<file path="config.mk">
export PLATFORM = sky130hd
export DESIGN_NAME = iter_int_mul_param
export DESIGN_NICKNAME = d
export VERILOG_FILES = /design/src/rtl/iter_int_mul_param.sv
export SDC_FILE = /design/constraint.sdc
export NUM_CORES = 1
export LEC_CHECK = 0
export ABC_AREA = 1
export CAP_MARGIN = 25
export CORE_UTILIZATION = 59
export CTS_CLUSTER_SIZE = 8
export DETAILED_ROUTE_END_ITERATION = 8
export DONT_BUFFER_PORTS = 1
export GPL_ROUTABILITY_DRIVEN = 0
export PLACE_DENSITY = 0.76
export SLEW_MARGIN = 0
export SYNTH_ARGS = -nofsm -noshare
export SYNTH_HDL_FRONTEND = slang
export SYNTH_SLANG_ARGS = --single-unit
</file>
<file path="constraint.sdc">
create_clock -name clk -period 2.5 [get_ports clk]
set_input_delay 0.25 -clock clk [delete_from_list [all_inputs] [get_ports clk]]
set_output_delay 0.25 -clock clk [all_outputs]
set_load 0.01 [all_outputs]
</file>
<file path="src/rtl/iter_int_mul_param.sv">
// Iterative shift-and-add integer multiplier, one multiplier bit per cycle.
// Signed operands are reduced to magnitudes on accept, and the product sign
// is applied when the result is loaded.
//
// Ports:
//   clk, reset      - rising-edge clock, synchronous active-high reset
//   A, B, sgn       - operands and signedness, sampled on the accepting edge
//   in_val, in_rdy  - operand handshake (in_rdy high only in IDLE)
//   P, out_val      - registered product and its valid (high only in DONE)
//   out_rdy         - consumer accepts P; DONE -> IDLE on the next edge
//   busy            - high while in CALC or DONE
module iter_int_mul_param #(
    parameter int unsigned A_W        = 8,
    parameter int unsigned B_W        = 32,
    parameter int unsigned EARLY_TERM = 0
) (
    input  logic               clk,
    input  logic               reset,
    input  logic [A_W-1:0]     A,
    input  logic [B_W-1:0]     B,
    input  logic               sgn,
    input  logic               in_val,
    output logic               in_rdy,
    output logic [A_W+B_W-1:0] P,
    output logic               out_val,
    input  logic               out_rdy,
    output logic               busy
);

    localparam int unsigned PW    = A_W + B_W;
    localparam int unsigned CNT_W = $clog2(A_W);

    typedef enum logic [1:0] {
        IDLE = 2'd0,
        CALC = 2'd1,
        DONE = 2'd2
    } state_t;

    state_t           state, state_next;
    logic [A_W-1:0]   a_reg, a_next, a_mag, a_shift;
    logic [B_W-1:0]   b_mag;
    logic [PW-1:0]    b_reg, b_next;
    logic [PW-1:0]    acc, acc_next, acc_sum;
    logic [PW-1:0]    p_next;
    logic [CNT_W-1:0] cnt, cnt_next;
    logic             neg, neg_next;
    logic             calc_last;

    // Operand magnitudes; the most negative value maps to 2^(W-1) unsigned.
    assign a_mag = (sgn && A[A_W-1]) ? (~A + A_W'(1)) : A;
    assign b_mag = (sgn && B[B_W-1]) ? (~B + B_W'(1)) : B;

    // One shift-and-add step and its termination condition.
    assign acc_sum   = a_reg[0] ? (acc + b_reg) : acc;
    assign a_shift   = a_reg >> 1;
    assign calc_last = (cnt == CNT_W'(A_W - 1)) ||
                       ((EARLY_TERM != 0) && (a_shift == '0));

    // Next-state and datapath update.
    always_comb begin
        state_next = state;
        a_next     = a_reg;
        b_next     = b_reg;
        acc_next   = acc;
        cnt_next   = cnt;
        neg_next   = neg;
        p_next     = P;
        unique case (state)
            IDLE: begin
                if (in_val) begin
                    a_next     = a_mag;
                    b_next     = PW'(b_mag);
                    neg_next   = sgn && (A[A_W-1] ^ B[B_W-1]);
                    acc_next   = '0;
                    cnt_next   = '0;
                    state_next = CALC;
                end
            end
            CALC: begin
                acc_next = acc_sum;
                a_next   = a_shift;
                b_next   = b_reg << 1;
                cnt_next = cnt + CNT_W'(1);
                if (calc_last) begin
                    p_next     = neg ? (~acc_sum + PW'(1)) : acc_sum;
                    state_next = DONE;
                end
            end
            DONE: begin
                if (out_rdy) begin
                    state_next = IDLE;
                end
            end
            default: begin
                state_next = IDLE;
            end
        endcase
    end

    // State, datapath and registered status outputs.
    always_ff @(posedge clk) begin
        if (reset) begin
            state   <= IDLE;
            a_reg   <= '0;
            b_reg   <= '0;
            acc     <= '0;
            cnt     <= '0;
            neg     <= 1'b0;
            P       <= '0;
            in_rdy  <= 1'b1;
            out_val <= 1'b0;
            busy    <= 1'b0;
        end else begin
            state   <= state_next;
            a_reg   <= a_next;
            b_reg   <= b_next;
            acc     <= acc_next;
            cnt     <= cnt_next;
            neg     <= neg_next;
            P       <= p_next;
            in_rdy  <= (state_next == IDLE);
            out_val <= (state_next == DONE);
            busy    <= (state_next != IDLE);
        end
    end

endmodule
</file>
==> implementation parameters, run 1 <==
Parameter                              Value

Placement
  Placement Setup Slack    -0.5341 ns
  Post-DP HPWL    28,670 um
  Total instance count after detailed placement    2,356
  Quantity of I/O buffers inserted on ports    0

Synth
  Fraction of synthesized cell area taken by the top area cell type    24.64%
  Sequential cell area fraction in the yosys report    24.64%
  Post-synth EDFFs    0
  Syn Std Cell Area    11,130 sq um
  Syn_nets    2,022
  Synthesized instance count    1,932
  Number of synthesized register bits    137
  Top cells by area, synth    sky130_fd_sc_hd__dfxtp_1 (25%), sky130_fd_sc_hd__nand2_1 (24%), sky130_fd_sc_hd__inv_1 (8.1%)
  Average instance area after synthesis    5.761 sq um
  Distinct cell type count after synthesis    47
  Share of async-settable or async-resettable flops after synthesis    0%
  Total number of yosys warnings    0
  Cell type with the largest total area after synthesis    sky130_fd_sc_hd__dfxtp_1
  Synth Flop Type    sky130_fd_sc_hd__dfxtp_1

Die
  Standard-cell rows    49
  Ports    88
  Vertical die dimension    139.3 um
  Effective utilization at floorplan    61.12%
  Die outline width    139.3 um

Status
  Outcome    did not finish
  Halt Reason    [ERROR GRT-0232] Routing congestion too high. Check the congestion heatmap in the GUI.
  Stopping stage    5_1_grt

STA
  Worst endpoint kind after the last repair    register input
  Post-GRT worst EP    P[35]$_SDFFE_PP0P_/D

CTS
  Clock sinks    137
  Root Buffer Master    sky130_fd_sc_hd__clkbuf_16
  Maximum buffer depth of the clock tree    2
  Number of CTS-inserted buffers    17
  Number of levels in the clock H-tree    4

GRT
  GRT overflow    91
  Global router's overall resource usage    77.81%
  Pin count of the biggest net entering global routing    108
## stage by stage
step / instance area, sq um / utilization [%] / TNS [ns] / hold slack, ns
after floorplan: 11170 / - / -1.742 / 0.3908
after detailed placement: 13180 / 72.38 / -10.58 / 0.3293
after global placement: 13180 / 72.38 / -8.268 / 0.3253
after CTS: 15420 / 84.70 / -6.562 / -0.1184
## what timing repair did
action	CTS
gates resized for setup	217
setup endpoints to repair	32
hold buffers	56
hold endpoints to repair	104
gates cloned	0
pin swaps	62
setup buffers	27
## cell families after synthesis
group	count (synthesis)	share of synthesized area (%)
adder cells (fa/ha/maj)	45	5.127
flip-flops	137	24.64
AND/OR/NAND/NOR	1136	43.05
XOR/XNOR	25	1.967
buffers and inverters	313	10.96
AO/OA/AOI/OAI	276	14.26
## Yosys cell counts (4+ instances only)
library cell               instances
sky130_fd_sc_hd__a21oi_1         149
sky130_fd_sc_hd__a31oi_1           4
sky130_fd_sc_hd__buf_1             9
sky130_fd_sc_hd__buf_2             6
sky130_fd_sc_hd__buf_6             4
sky130_fd_sc_hd__clkbuf_1         44
sky130_fd_sc_hd__clkinv_1          4
sky130_fd_sc_hd__dfxtp_1         137
sky130_fd_sc_hd__ha_1             44
sky130_fd_sc_hd__inv_1           240
sky130_fd_sc_hd__inv_2             4
sky130_fd_sc_hd__nand2_1         718
sky130_fd_sc_hd__nand2_2          16
sky130_fd_sc_hd__nand3_1         117
sky130_fd_sc_hd__nand3_2          11
sky130_fd_sc_hd__nand3b_1          4
sky130_fd_sc_hd__nand4_1          21
sky130_fd_sc_hd__nor2_1          185
sky130_fd_sc_hd__nor2_2           10
sky130_fd_sc_hd__nor2_4            5
sky130_fd_sc_hd__nor3_1           13
sky130_fd_sc_hd__nor4_1            5
sky130_fd_sc_hd__o211ai_1         15
sky130_fd_sc_hd__o21ai_0          54
sky130_fd_sc_hd__o21ai_1           7
sky130_fd_sc_hd__o21bai_1          5
sky130_fd_sc_hd__o221ai_1         27
sky130_fd_sc_hd__o31ai_1           4
sky130_fd_sc_hd__or2_2            22
sky130_fd_sc_hd__xnor2_1           8
sky130_fd_sc_hd__xor2_1           17
## layer usage
metal	GRT overflow	global-route usage [%]
met5	0	21.05
met1	0	75.82
met2	44	95.64
met4	46	78.42
met3	1	65.24
==> run 2, diff against run 1 <==
--- a/config.mk
+++ b/config.mk
@@ -7,12 +7,11 @@
 export LEC_CHECK = 0
 export ABC_AREA = 1
 export CAP_MARGIN = 25
-export CORE_UTILIZATION = 59
-export CTS_CLUSTER_SIZE = 8
+export CORE_UTILIZATION = 40
 export DETAILED_ROUTE_END_ITERATION = 8
 export DONT_BUFFER_PORTS = 1
 export GPL_ROUTABILITY_DRIVEN = 0
-export PLACE_DENSITY = 0.76
+export PLACE_DENSITY_LB_ADDON = 0.15
 export SLEW_MARGIN = 0
 export SYNTH_ARGS = -nofsm -noshare
 export SYNTH_HDL_FRONTEND = slang
==> constraint.sdc (replaced) <==
create_clock -name clk -period 3.2 [get_ports clk]
set_input_delay 0.32 -clock clk [delete_from_list [all_inputs] [get_ports clk]]
set_output_delay 0.32 -clock clk [all_outputs]
set_load 0.01 [all_outputs]
==> run 2 against run 1 <==
Effect of this change:
- the run now ends clean
- synthesized area did not move
- synthesized cell count did not move
==> implementation parameters, run 2 <==
Parameter                              Value

Routing
  Via total after detailed routing    12,089
  Length of the first detailed-routing pass in iterations    6
  Antenna Nets Post-Route    0
  Routed wire length per instance    16.46 um
  Vias per std cell    5.233
  DRT iter0 DRCs    1,088
  Detailed-route wire length    38,010 um
  DRC Markers    0

GRT
  Number of antenna violations at the first check in global routing    0
  Global router's overall resource usage    27.29%
  Pin count of the biggest net entering global routing    93
  GRT overflow    0
  Wire length of the first global-routing pass    60,780 um
  Via count of the first global-routing pass    11,170

Cells and area
  Total non-filler cell area in the finished layout    12,650 sq um
  Final nets    2,015
  Most frequent cells in the layout    sky130_fd_sc_hd__nand2_1 (699), sky130_fd_sc_hd__inv_1 (239), sky130_fd_sc_hd__nor2_1 (163), sky130_fd_sc_hd__a21oi_1 (146), sky130_fd_sc_hd__dfxtp_1 (123)
  Ratio of cells with drive above 1 in the final layout    12.13%
  Leading cell type in the layout, fill and taps excluded    sky130_fd_sc_hd__nand2_1
  Signed area change from the synthesized netlist to the final layout    13.64%
  Number of diodes    0
  Count of fill cells added during filler insertion    2,942

CTS
  Root Buffer Master    sky130_fd_sc_hd__clkbuf_16
  Clock tree from TritonCTS    yes
  Maximum buffer depth of the clock tree    2 (unchanged)
  Clk Latency, worst-skew pair    0.44 ns
  Clock-pin slew on the worst setup and hold paths    0.08 ns
  Number of CTS-inserted buffers    17 (unchanged)
  Number of levels in the clock H-tree    4 (unchanged)
  Clock sinks    137 (unchanged)

Power
  Areal power density over the cells    417.5 nW/um^2
  Worst vdd rail ir drop    0.3275 mV
  Leakage power figure    6.106 nW

Die
  Total Die Area    28,500 sq um
  Core ar.    27,100 sq um
  Die outline width    168.8 um (+21%)
  Ports    88 (unchanged)
  Standard-cell rows    60 (+22%)
  Vertical die dimension    168.8 um (+21%)
  Effective utilization at floorplan    41.07% (-20 points)

STA
  Clk_skew    0.01663 ns
  WHS    0.02746 ns
  Achievable clock frequency    325.1 MHz
  Final worst path period need    3.076 ns
  Max Transition Viols Final    0
  Final worst path period share    96.14%
  Final Hold Vio Count    0
  Headroom to the max-slew limit    52.13%
  Slew at the pin closest to its max-slew limit    0.7180 ns
  Final setup fails    0

Synth
  Synth Flop Type    sky130_fd_sc_hd__dfxtp_1
  Share of async-settable or async-resettable flops after synthesis    0% (unchanged)
  Syn Std Cell Area    11,130 sq um (unchanged)
  Cell type with the largest total area after synthesis    sky130_fd_sc_hd__dfxtp_1
  Number of synthesized register bits    137 (unchanged)
  Most common cell in the netlist    sky130_fd_sc_hd__nand2_1
  Syn_nets    2,022 (unchanged)
  Synthesized instance count    1,932 (unchanged)
  Distinct cell type count after synthesis    47 (unchanged)
  Fraction of synthesized cell area taken by the top area cell type    24.64% (unchanged)
  Average instance area after synthesis    5.761 sq um (unchanged)
  Total number of yosys warnings    0 (unchanged)
  Post-synth EDFFs    0 (unchanged)
  Sequential cell area fraction in the yosys report    24.64% (unchanged)
  Top cell types by occurrence after synthesis    sky130_fd_sc_hd__nand2_1 (718), sky130_fd_sc_hd__inv_1 (240), sky130_fd_sc_hd__nor2_1 (185)
  Top cells by area, synth    sky130_fd_sc_hd__dfxtp_1 (25%), sky130_fd_sc_hd__nand2_1 (24%), sky130_fd_sc_hd__inv_1 (8.1%)

Status
  Outcome    completed

Placement
  Post-DP HPWL    28,700 um (+0.11%)
  Quantity of I/O buffers inserted on ports    0 (unchanged)
  Area after detailed placement    11,580 sq um (-12%)

Worst hold path
  Hold Crit Endpoint    P[38]
  Worst hold path cell count    3
  Kind of path behind the tightest hold check    in -> reg
  Worst Min Path Start    reset

Critical path
  Crit path max fanout    4
  Start of the worst register-to-register path    b_reg[0]
  Crit. End Element    register
  Required time of the critical path    3.49 ns
  Reg-to-reg endpoint    P[19]
  Data arrival time of the critical path    3.37 ns
  Critical path start-end classification    reg -> reg
  Number of cells on the worst reg-to-reg path    17
  R2R Setup Slk    0.12 ns
  Type of origin of the critical path    register

Job
  Count of maximum capacitance violations    0
-- run 2: cell counts after synthesis --
No cell type changed its count.
-- run 2: layer usage --
metal | vias up | part of all wire, % | track usage, %
met5 | - | 0 | 0
met4 | 0 | 1.5 | 7.154
met3 | 38 | 7.4 | 4.606
met2 | 409 | 44 | 42.56
met1 | 5489 | 47 | 38.64
li1 | 6153 | - | -
-- run 2: what timing repair did --
item	in CTS	in global routing
hold endpoints to repair	92	0
buffers inserted	0	6
resized for setup	5	99
pin swaps	0	20
hold buffers	1	0
setup endpoints to repair	14	23
-- run 2: cells by family (layout without fill, tap and decap cells) --
| logic type | after synthesis | after routing | share of synthesized area, % |
|---|---|---|---|
| AOI/OAI and AO/OA | 276 | 276 | 14.26 |
| buffers and inverters | 313 | 319 | 10.96 |
| adders and majority gates | 45 | 45 | 5.127 |
| DFF | 137 | 137 | 24.64 |
| and+or+nand+nor | 1136 | 1136 | 43.05 |
| xor gates and xnor gates | 25 | 25 | 1.967 |
-- run 2: area by class of cell --
| cell class | instances | area [sq um] | share of cell area, % |
|---|---|---|---|
| clock inverters | 15 | 227.7 | 1.801 |
| repair buffers | 39 | 325.3 | 2.572 |
| inverters | 248 | 930.9 | 7.361 |
| clock buffers | 17 | 425.4 | 3.364 |
| multi-input cells | 1482 | 7510 | 59.38 |
| flip-flops and latches | 137 | 2763 | 21.84 |
| well taps | 372 | 465.4 | 3.680 |
-- run 2: worst max-delay path: stages (launching register included) --
cell,delay (ns)
sky130_fd_sc_hd__dfxtp_4,0.35
sky130_fd_sc_hd__ha_4,0.16
sky130_fd_sc_hd__fa_2,0.42
sky130_fd_sc_hd__nand2_1,0.10
sky130_fd_sc_hd__nand3_1,0.10
sky130_fd_sc_hd__nand3_1,0.13
sky130_fd_sc_hd__nand2_2,0.12
sky130_fd_sc_hd__nand2_1,0.08
sky130_fd_sc_hd__nand3_1,0.06
sky130_fd_sc_hd__nand2_1,0.14
sky130_fd_sc_hd__nand3_2,0.14
sky130_fd_sc_hd__nor2_4,0.15
sky130_fd_sc_hd__nand3_2,0.16
sky130_fd_sc_hd__nor2_4,0.21
sky130_fd_sc_hd__nand2_2,0.11
sky130_fd_sc_hd__o21ai_1,0.16
sky130_fd_sc_hd__xor2_1,0.24
sky130_fd_sc_hd__a21oi_1,0.10
-- run 2: through the flow --
step	instances	util (%)	power, mW	setup WS (ns)	setup TNS, ns
global route	2310	46.67	5.512	-0.02576	-0.03462
detailed placement	2271	42.74	2.936	-0.03276	-0.1920
CTS	2304	45.30	5.221	0.02051	0
finish	2310	46.67	5.281	0.1236	0
global placement	2271	42.74	2.934	-0.05145	-0.09311
floorplan	1932	-	2.641	0.4617	0
-- run 2: how the worst max path moves through the flow --
stage | from | to | slack (ns) | cells past startpoint
after floorplan | b_reg[0] | P[36] | 0.46 | 22
after global placement | b_reg[0] | P[38] | -0.05 | 22
after detailed placement | b_reg[0] | P[38] | -0.03 | 22
after CTS | b_reg[0] | P[38] | 0.02 | 22
after global routing | b_reg[0] | P[35] | -0.03 | 22
final | b_reg[0] | P[19] | 0.12 | 17
-- run 2: power breakdown --
group,internal (mW),switching [mW]
combinational,0.393,0.768
sequential,1.77,0.0839
clock,1.28,0.985
(Power assumes the default switching activity.)
==> run 3, diff against run 2 <==
--- a/config.mk
+++ b/config.mk
@@ -6,7 +6,7 @@
 export NUM_CORES = 1
 export LEC_CHECK = 0
 export ABC_AREA = 1
-export CAP_MARGIN = 25
+export CAP_MARGIN = 0
 export CORE_UTILIZATION = 40
 export DETAILED_ROUTE_END_ITERATION = 8
 export DONT_BUFFER_PORTS = 1
==> results of run 3 <==
No change in the layout: final DEF, timing and power equal those of run 2.
